`config.mk`:
```
export PLATFORM = sky130hd
export DESIGN_NAME = fetch_sequencer
export DESIGN_NICKNAME = d
export VERILOG_FILES = /design/src/rtl/fetch_sequencer_pkg.sv /design/src/rtl/fetch_sequencer_secded.sv /design/src/rtl/fetch_sequencer.sv
export SDC_FILE = /design/constraint.sdc
export NUM_CORES = 1
export LEC_CHECK = 0
export CORE_MARGIN = 5
export CORE_UTILIZATION = 39
export DETAILED_ROUTE_END_ITERATION = 12
export PLACE_DENSITY = 0.9
export RECOVER_POWER = 50
export SYNTH_ARGS = -nofsm -noshare
export SYNTH_HDL_FRONTEND = slang
export SYNTH_SLANG_ARGS = --single-unit
```
`constraint.sdc`:
```
create_clock -name s_clk_i -period 3.35 [get_ports s_clk_i]
set_input_delay 0.67 -clock s_clk_i [delete_from_list [all_inputs] [get_ports s_clk_i]]
set_output_delay 0.67 -clock s_clk_i [all_outputs]
set_load 0.1 [all_outputs]
```
`src/rtl/fetch_sequencer_pkg.sv`:
```
// Shared types and constants for the instruction fetch sequencer and its IFB entry format.
// No logic; IFB entry is {2'b0, status[2:0], 1'b0, instr[31:0]}.
// Status codes distinguish clean fetches from bus errors.
package p_hardisc;

    localparam int IFB_WIDTH = 38;

    localparam logic [2:0] FETCH_VALID = 3'b001;
    localparam logic [2:0] FETCH_BSERR = 3'b010;

    typedef enum logic [1:0] {
        IDLE  = 2'd0,
        FETCH = 2'd1,
        HOLD  = 2'd2
    } fsq_state_t;

    function automatic logic [31:0] word_align(input logic [31:0] addr);
        return {addr[31:2], 2'b00};
    endfunction

endpackage

```
`src/rtl/fetch_sequencer_secded.sv`:
```
// SECDED (Hamming 38,32 plus overall parity) check bits for a 32-bit word; built only with IFB_CHECKSUM_EN.
// Latency: combinational.
// Backpressure: none.
`ifdef IFB_CHECKSUM_EN
module secded_encode (
    input  logic [31:0] data,
    output logic [6:0]  checksum
);

    logic [5:0] hp;

    // Data bits occupy the non-power-of-two codeword positions 3,5,6,7,9,...
    always_comb begin
        int di;
        hp = '0;
        di = 0;
        for (int pos = 1; pos <= 38; pos++) begin
            if ((pos & (pos - 1)) != 0) begin
                for (int b = 0; b < 6; b++) begin
                    if (pos[b]) hp[b] = hp[b] ^ data[di];
                end
                di++;
            end
        end
        checksum = {^{data, hp}, hp};
    end

endmodule
`endif

```
`src/rtl/fetch_sequencer.sv`:
```
// Instruction fetch sequencer: issues word fetches on the bus and pushes responses into the IFB; IFB_CHECKSUM_EN adds SECDED.
// Latency: response to IFB push is combinational (0 cycles); request issues the cycle after start/redirect.
// Backpressure: requests are throttled by free IFB slots and MAX_OUTST in-flight fetches.
module fetch_sequencer
    import p_hardisc::*;
#(
    parameter int SIZE      = 2,
    parameter int MAX_OUTST = 2
) (
    input  logic                 s_clk_i,
    input  logic                 s_rst_i,
    input  logic                 s_start_i,
    input  logic [31:0]          s_boot_addr_i,
    input  logic                 s_redirect_i,
    input  logic [31:0]          s_redirect_addr_i,
    input  logic [SIZE-1:0]      s_ifb_occupied_i,
    input  logic                 s_ifb_pop_i,
    output logic                 s_bus_req_o,
    output logic [31:0]          s_bus_addr_o,
    input  logic                 s_bus_gnt_i,
    input  logic                 s_bus_rvalid_i,
    input  logic [31:0]          s_bus_rdata_i,
    input  logic                 s_bus_err_i,
    output logic                 s_push_o,
    output logic [IFB_WIDTH-1:0] s_data_o,
    output logic [6:0]           s_checksum_o,
    output logic                 s_flush_o,
    output logic [1:0]           s_outst_o
);

    fsq_state_t  state, state_nxt;
    logic [31:0] pc, pc_nxt;
    logic [1:0]  outst, outst_nxt;
    logic [1:0]  discard, discard_nxt;
    logic [31:0] occ_cnt, free;
    logic        grant, rsp;

    always_ff @(posedge s_clk_i or posedge s_rst_i) begin
        if (s_rst_i) begin
            state   <= IDLE;
            pc      <= '0;
            outst   <= '0;
            discard <= '0;
        end else begin
            state   <= state_nxt;
            pc      <= pc_nxt;
            outst   <= outst_nxt;
            discard <= discard_nxt;
        end
    end

    // A slot popped this cycle can already be refilled by this cycle's request.
    always_comb begin
        occ_cnt = '0;
        for (int i = 0; i < SIZE; i++) begin
            occ_cnt = occ_cnt + 32'(s_ifb_occupied_i[i]);
        end
        free = 32'(SIZE) - occ_cnt + 32'(s_ifb_pop_i);
    end

    always_comb begin
        s_bus_req_o  = (state == FETCH) && !s_redirect_i
                       && (32'(outst) < 32'(MAX_OUTST)) && (32'(outst) < free);
        s_bus_addr_o = pc;
        s_outst_o    = outst;
        s_flush_o    = s_redirect_i && !s_rst_i;

        grant = s_bus_req_o && s_bus_gnt_i;
        rsp   = s_bus_rvalid_i && (outst != 2'd0);

        s_push_o = rsp && !s_redirect_i && (discard == 2'd0);
        s_data_o = '0;
        if (s_push_o) begin
            s_data_o = {2'b00, (s_bus_err_i ? FETCH_BSERR : FETCH_VALID), 1'b0, s_bus_rdata_i};
        end

        outst_nxt = outst;
        if (grant && !rsp && (32'(outst) < 32'(MAX_OUTST))) begin
            outst_nxt = outst + 2'd1;
        end else if (!grant && rsp) begin
            outst_nxt = outst - 2'd1;
        end

        // On redirect every fetch still owed by the bus belongs to the old stream.
        discard_nxt = discard;
        if (s_redirect_i) begin
            discard_nxt = outst - {1'b0, rsp};
        end else if (rsp && (discard != 2'd0)) begin
            discard_nxt = discard - 2'd1;
        end

        state_nxt = state;
        pc_nxt    = pc;
        if (grant) begin
            pc_nxt = pc + 32'd4;
        end
        unique case (state)
            IDLE: begin
                if (s_start_i) begin
                    state_nxt = FETCH;
                    pc_nxt    = word_align(s_boot_addr_i);
                end
            end
            FETCH: begin
                if (s_push_o && s_bus_err_i) state_nxt = HOLD;
            end
            HOLD: ;
            default: state_nxt = IDLE;
        endcase
        if (s_redirect_i) begin
            state_nxt = FETCH;
            pc_nxt    = word_align(s_redirect_addr_i);
        end
    end

`ifdef IFB_CHECKSUM_EN
    secded_encode u_secded (
        .data     (s_data_o[31:0]),
        .checksum (s_checksum_o)
    );
`else
    assign s_checksum_o = '0;
`endif

    gnt_needs_req: assert property (@(posedge s_clk_i) disable iff (s_rst_i)
        s_bus_gnt_i |-> s_bus_req_o);
    rvalid_needs_outst: assert property (@(posedge s_clk_i) disable iff (s_rst_i)
        s_bus_rvalid_i |-> (outst != 2'd0));

endmodule

```
### Word level (Yosys, flattened, before mapping)

Cells that the tools add are included.

* register bits: 38
* latch bits: 0
* ROM bits: 0
* memories kept: 0
* input port bits: 106
* RAM bits: 0
* logic and storage cells: 57

* $add $sub $neg: 8
* divide/modulo/power cells: 0
* bitwise logic cells: 0
* muxes and demuxes: 14
* $mul: 0
* shift-type cells: 0
* eq/ne operators: 5
* $lt $le $gt $ge: 2
* reductions and logical operators: 24

Operators with widths (count)
* 32-bit two-way mux: 4
* 35-bit two-way mux: 1
* 32-bit by 3-bit adder with 32-bit output, second input constant: 1
* 2-bit by 32-bit < comparator with 1-bit output: 1
* 2-bit two-way mux: 8
* 1-bit logical AND: 13
* 2-bit nonzero test: 4
* 2-bit case mux with 3 select lines: 1
* 3-bit by 2-bit adder with 4-bit output: 1
* 1-bit logical NOT: 4
* 2-bit logical NOT: 2
* 2-bit by 1-bit subtractor with 2-bit output, second input constant: 2
* 3-bit by 2-bit inequality test with 1-bit output, second input constant: 1
* 3-bit inequality test, second input constant: 1
* 3-bit AND reduction: 1
* 2-bit by 2-bit subtractor with 3-bit output, first input constant: 1
* 1-bit by 1-bit adder with 2-bit output: 1
* 2-bit by 1-bit adder with 2-bit output, second input constant: 1
* 2-bit by 1-bit equality test with 1-bit output, second input constant: 1
* 2-bit equality test, second input constant: 1
* 2-bit < comparator, second input constant: 1
* 2-bit inequality test, second input constant: 1
* 2-bit by 1-bit subtractor with 2-bit output: 1

### Longest topological paths before layout

Gate-level depths: netlist (run 1).

* depth in word-level cells: 10
* depth in mapped cells: 11

### Worst setup path before layout (run 1)

No wires, ideal clock.

* path type: reg-to-output
* start: reg outst[0] (netlist: s_outst_o[0])
* end: out s_data_o[23]
* required time: 2.680 ns
* stages on the path, launching flop included: 5
* path slack: -1.116 ns
* data arrival time: 3.796 ns
* cell sequence: dfrtp_1 -> o21ai_0 -> nor3b_1 -> clkbuf_1 -> and2_1

* longest elaborated chain between the ends: 5

RTL lines
* from (decl): line fetch_sequencer.sv:33 `logic [1:0] outst, outst_nxt;`
* from (signal assigned): line fetch_sequencer.sv:47 `outst <= outst_nxt;`
* 2-bit nonzero test: line fetch_sequencer.sv:69 `rsp = s_bus_rvalid_i && (outst != 2'd0);`
* 1-bit logical AND: line fetch_sequencer.sv:69
* 1-bit logical AND (2 in series): line fetch_sequencer.sv:71 `s_push_o = rsp && !s_redirect_i && (discard == 2'd0);`
* via s_push_o: line fetch_sequencer.sv:24 `output logic s_push_o,`
* 35-bit two-way mux: line fetch_sequencer.sv:73 `if (s_push_o) begin`
* to (decl): line fetch_sequencer.sv:25 `output logic [IFB_WIDTH-1:0] s_data_o,`

The timed path passes the listed nets, and every way through them passes these cells.

### Final worst setup path (run 1)

* start: in s_ifb_occupied_i[0]
* end: out s_bus_req_o

* longest elaborated chain between the ends: 5

RTL lines
* from (decl): line fetch_sequencer.sv:16 `input logic [SIZE-1:0] s_ifb_occupied_i,`
* 1-bit by 1-bit adder with 2-bit output: line fetch_sequencer.sv:56 `occ_cnt = occ_cnt + 32'(s_ifb_occupied_i[i]);`
* 2-bit by 2-bit subtractor with 3-bit output: line fetch_sequencer.sv:58 `free = 32'(SIZE) - occ_cnt + 32'(s_ifb_pop_i);`
* 3-bit by 2-bit adder with 4-bit output: line fetch_sequencer.sv:58
* 2-bit by 32-bit < comparator with 1-bit output: line fetch_sequencer.sv:63 `&& (32'(outst) < 32'(MAX_OUTST)) && (32'(outst) < free);`
* 1-bit logical AND: line fetch_sequencer.sv:63
* to (decl): line fetch_sequencer.sv:18 `output logic s_bus_req_o,`

Every way passes these cells.

==> results.md, run 1 <==
* Pre-antenna DRT Iters at 4
* Final Setup Violations at 0
* Fillers at 577
* Vias at 3,134
* Int Pwr at 0.00108 W
* # clock sinks at 36
* Worst-path clk slew at 70 ps
* Reg2reg setup slack at 1000 ps
* Kind of critical path: input port to primary output
* Netlist Area Pre-Place at roughly 2900 sq um
* Critical path required time at 2680 ps
* Number of synthesized register bits at 36
* Via density at a little over 5
* Switch share at 0.535
* Drt total wl at 10,600 um
* WL met3 at 602 um
* Initial drt markers at 99
* P per Cell Area at 474 nW/um^2
* Post-synth ARST share at 1.00
* Final #Nets at around 620
* GPL Wtd Cong at around 0.86
* Resized Gates After CTS at 0
* Clock power share at 0.139
* Rows at 31
* Pre-CTS WS at -111 ps
* R2R Path End: s_bus_addr_o[31]
* Top FF cell, synth: dfrtp_1
* Vias in the first global route at ~3,200
* Final worst slack at about 140 ps
* Clock tree buffer depth at 2
* DRT antenna net count at 0
* Synth area leader: dfrtp_1
* DP Area at between 4000 and 5000 sq um
* Endpoints failing hold at 0
* Total power at ~0.0023 W
* Io pins at about 190
* Sequential Power Share at 0.255
* Net Sw Power at approximately 0.0012 W
* Final Max Tran Viols at 0
* Syn_area_per_cell at 8.23 sq um
* Worst ir drop on vdd at ~0.27 mV
* Die Footprint at 9130 sq um
* CORE AREA at 7180 sq um
* Max Cap Viol at 0
* H-tree depth at 2
* Synth-to-layout area growth at 71.4%
* Status: completed
* Setup Skew at approximately 9 ps
* R2R depth at 5
* Post-synth EDFFs at 0
* Initial antenna violation count at 0
* Starting Density at 0.398
* Crit. Startpoint: s_ifb_occupied_i[0]
* Fmax at 312 MHz
* CP max FO at 2
* P_leak at about 1.9 nW
* Commonest non-fill, non-tap cells in the layout: clkdlybuf4s50_1, nand2_1, buf_12
* Clk Latency, worst-skew pair at 280 ps
* Worst min path class: register to register
* Post-synthesis sequential area ratio at 0.316
* First-pass GRT wire length at 16,300 um
* CTS tree: built
* Area contributors post-synth: dfrtp_1, xnor2_1, nand2_1
* DRC viols at 0
* Total track usage at 0.229
* Unrepaired setup endpoints after global routing: false
* CTS buffer count at 5
* Commonest non-fill, non-tap cell in the layout: clkdlybuf4s50_1
* Routed metal-1 wirelength at 4050 um
* Highest routed metal layer: met4
* Actual slew at the worst max-slew pin at 1280 ps
* Hold-fix buffers, CTS at 0
* IO buf count at 170
* Combinational Power Share at 0.605
* Startpoint class of the critical path: input port
* HPWL Detailed at 8570 um
* Grt ovf at 0
* Library cells used by synthesis at 45
* Post-CTS setup buffers at 0
* Slew HR at 0.147
* Ys Warns at 0
* Largest net degree at the start of global routing at 37
* Routed wire per std cell at 17.4 um
* Met2 WL at around 6000 um
* Min cycle time layout at roughly 3200 ps
* CTS Root Cell: clkbuf_8
* Setup crit end kind: primary output
* Die Wd at 95.6 um
* Die height at 95.6 um
* Final period util at 0.958
* Worst reg2reg path startpoint: s_bus_addr_o[5]
* Post-synthesis cell count at 347
* Ant. Diodes at 0
* CP endpoint: s_bus_req_o
* Worst path arrival time at between 2000 and 3000 ps
* Share of post-route cells with drive strength above 1 at 0.167
* Post-synth top area share at 0.316
* Design Area, Final at 4890 sq um
==> synth_stat cells, drive strengths merged (6+ instances only) <==
| cell type | count |
|---|---|
| a21oi | 6 |
| and2 | 34 |
| buf | 19 |
| clkbuf | 18 |
| dfrtp | 36 |
| ha | 7 |
| inv | 16 |
| nand2 | 61 |
| nand3 | 10 |
| nor2 | 13 |
| nor3 | 11 |
| nor4 | 15 |
| o21ai | 6 |
| o221ai | 23 |
| xnor2 | 30 |
==> power by group through the flow <==
stage | sequential [W] | clock, W | combinational [W]
after floorplan | 0.000963 | 0 | 0.000616
after global placement | 0.000590 | 0 | 0.00142
after detailed placement | 0.000596 | 0 | 0.00145
after CTS | 0.000590 | 0.000331 | 0.00145
after global routing | 0.000603 | 0.000354 | 0.00147
final | 0.000593 | 0.000323 | 0.00140
==> routing by layer <==
| layer | GRT usage | vias up |
|---|---|---|
| met5 | 0 | - |
| met2 | 0.438 | 93 |
| met4 | 0.0237 | 0 |
| met1 | 0.269 | 1538 |
| met3 | 0.0466 | 2 |
| li1 | - | 1501 |
==> critical path: stages <==
cell and delay [ps]:
clkdlybuf4s50_1 460, inv_1 80, fa_1 450, inv_1 80, ha_1 230, nor2_2 150, o31a_1 210, buf_12 190
==> sequential cells by signal, indices dropped and copies added, names as in the netlist <==
signal	count
state	2
s_outst_o	2
s_bus_addr_o	30
discard	2
==> metrics by stage <==
step                setup TNS, ps  hold slack [ps]  utilization  cells
floorplan                       0              519            -    359
global placement                0              520        0.685    601
detailed placement           -320              531        0.685    601
CTS                             0              547        0.698    609
global route                    0              595        0.682    609
finish                          0              563        0.682    609
==> worst min path at each step <==
| stage | start | to | slack (ps) | depth (start not counted) |
|---|---|---|---|---|
| after CTS | s_outst_o[0] | s_outst_o[0] | 550 | 1 |
| after global routing | s_outst_o[0] | s_outst_o[0] | 590 | 1 |
| after global placement | s_outst_o[0] | s_outst_o[0] | 520 | 1 |
| final | s_outst_o[0] | s_outst_o[0] | 560 | 1 |
| after detailed placement | s_outst_o[0] | s_outst_o[0] | 530 | 1 |
| after floorplan | state[1] | state[0] | 520 | 1 |
==> logic make-up after synthesis <==
family                     count (synthesis)  share of synthesized area
muxes                                      3                     0.0105
and+or+nand+nor                          171                      0.329
AOI/OAI and AO/OA                         44                      0.119
buffers and inverters                     53                     0.0920
DFF                                       36                      0.316
adders and majority gates                  8                     0.0377
xor gates and xnor gates                  31                     0.0951
other                                      1                    0.00131
==> layout make-up <==
class                   instances  area, sq um  share of cell area
clock inverters                 2         10.0             0.00205
flip-flops and latches         36          903               0.185
clock buffers                   6         82.6              0.0169
well taps                      99          124              0.0253
repair buffers                180         1930               0.394
inverters                      16         60.1              0.0123
multi-input cells             270         1790               0.365
(Power assumes the default switching activity.)
==> run 2: changes to the inputs <==
--- a/config.mk
+++ b/config.mk
@@ -8,7 +8,8 @@
 export CORE_MARGIN = 5
 export CORE_UTILIZATION = 39
 export DETAILED_ROUTE_END_ITERATION = 12
-export PLACE_DENSITY = 0.9
+export DONT_BUFFER_PORTS = 1
+export PLACE_DENSITY = 0.57
 export RECOVER_POWER = 50
 export SYNTH_ARGS = -nofsm -noshare
 export SYNTH_HDL_FRONTEND = slang
==> results.md, run 2 (same netlist as run 1, synthesis figures left out) <==
* WHS at 427 ps
* Total track usage at 0.185
* Slew HR at 0.0403
* Setup Skew at 10.7 ps
* Setup crit end kind: register
* Clock tree buffer depth at 2
* Reg2reg setup slack at 310 ps
* Die height at approximately 96 um
* Critical path required time at 3530 ps
* R2R depth at 6
* Commonest non-fill, non-tap cell in the layout: nand2_1
* Worst min path class: input port to asynchronous set/reset pin
* Initial antenna violation count at 0
* R2R Path End: s_bus_addr_o[31]
* Largest net degree at the start of global routing at 72
* P per Cell Area at a little over 600 nW/um^2
* Final #Nets at 510
* GPL Wtd Cong at 0.824
* Starting Density at 0.398
* Setup TNS at 0 ps
* Die Wd at 95.6 um
* Kind of critical path: register to register
* Vias at 2,647
* HPWL Detailed at 6650 um
* Final Max Tran Viols at 0
* Commonest non-fill, non-tap cells in the layout: nand2_1, buf_4, dfrtp_1
* Pre-antenna DRT Iters at 4
* Final worst slack at 310 ps
* Actual slew at the worst max-slew pin at between 1000 and 1500 ps
* # clock sinks at 36
* Worst ir drop on vdd at 0.374 mV
* Ant. Diodes at 0
* Status: completed
* Final period util at 0.908
* Post-CTS setup buffers at 0
* Hold-fix buffers, CTS at 0
* Design Area, Final at 3370 sq um
* Via density at 5.34
* CTS Root Cell: clkbuf_8
* Min cycle time layout at 3040 ps
* Pre-CTS WS at 299 ps
* Fin util at 0.469
* Max Cap Viol at 0
* CTS tree: built
* IO buf count at 0
* Worst reg2reg path startpoint: s_bus_addr_o[17]
* Final Setup Violations at 0
* Fmax at ~330 MHz
* Initial drt markers at 119
* Io pins at 188
* Clk Latency, worst-skew pair at 290 ps
* P_leak at 1.33 nW
* DP Area at 3390 sq um
* CP max FO at 12
* Unrepaired setup endpoints after global routing: false
* Routed wire per std cell at 17.6 um
* Grt ovf at 0
* Drt total wl at just under 9000 um
* H-tree depth at 2
* Startpoint class of the critical path: register
* Vias in the first global route at 2,591
* Resized Gates After CTS at 0
* Rows at 31
* DRC viols at 0
* Number of flip-flops in the largest register at 30
* Worst path arrival time at 3220 ps
* CTS buffer count at 5
* Endpoints failing hold at 0
* Worst-path clk slew at 80 ps
* CORE AREA at 7180 sq um
* Synth-to-layout area growth at 18.0%
* First-pass GRT wire length at 13,100 um
* Share of post-route cells with drive strength above 1 at 0.184
* DRT antenna net count at 0
* Die Footprint at around 9000 sq um
## run 2: changes by cell type in the layout (fill, tap and decap cells not counted), sizes merged
cell	change
clkbuf	-2
clkdlybuf4s50	-98
dlygate4sd3	-2
buf	-11
## run 2: critical path, stage by stage (launching register included)
cell and delay [ps]:
dfrtp_1 320, clkbuf_1 950, nand4_1 190, or4_4 600
or3_1 440, mux2i_1 140, or2_2 290
## run 2: area by class of cell
class | count | area (sq um)
clock buffers | 6 | 82.6
clock inverters | 2 | 10.0
fillers | 763 | 3810
inverters | 16 | 60.1
multi-input cells | 270 | 1780
flip-flops and latches | 36 | 903
well taps | 99 | 124
repair buffers | 67 | 408
## run 2: worst max-delay path by stage
| stage | from | to | slack, ps |
|---|---|---|---|
| 3_5_place_dp | s_ifb_occupied_i[0] | s_bus_addr_o[20] | 300 |
| 6_report | s_bus_addr_o[17] | s_bus_addr_o[31] | 310 |
| 3_3_place_gp | s_ifb_occupied_i[0] | s_bus_addr_o[20] | 340 |
| 4_1_cts | s_ifb_occupied_i[0] | s_bus_req_o | 470 |
| 5_1_grt | s_bus_addr_o[17] | s_bus_addr_o[31] | 210 |
| 2_1_floorplan | s_outst_o[0] | s_data_o[10] | 120 |
## run 2: metrics by stage
stage | total power [W] | cells
after floorplan | 0.00158 | 359
after global placement | 0.00178 | 488
after detailed placement | 0.00180 | 488
after CTS | 0.00214 | 496
after global routing | 0.00217 | 496
final | 0.00208 | 496
## run 2: power breakdown
group	switching (W)	leakage (nW)	internal [W]
sequential	0.0000474	0.427	0.000502
combinational	0.000962	0.849	0.000233
clock	0.000168	0.0510	0.000164
## run 2: layer usage
metal,share of wire,GRT usage
met5,0,0
met4,0.019,0.0664
met3,0.073,0.0458
met2,0.50,0.311
met1,0.41,0.230
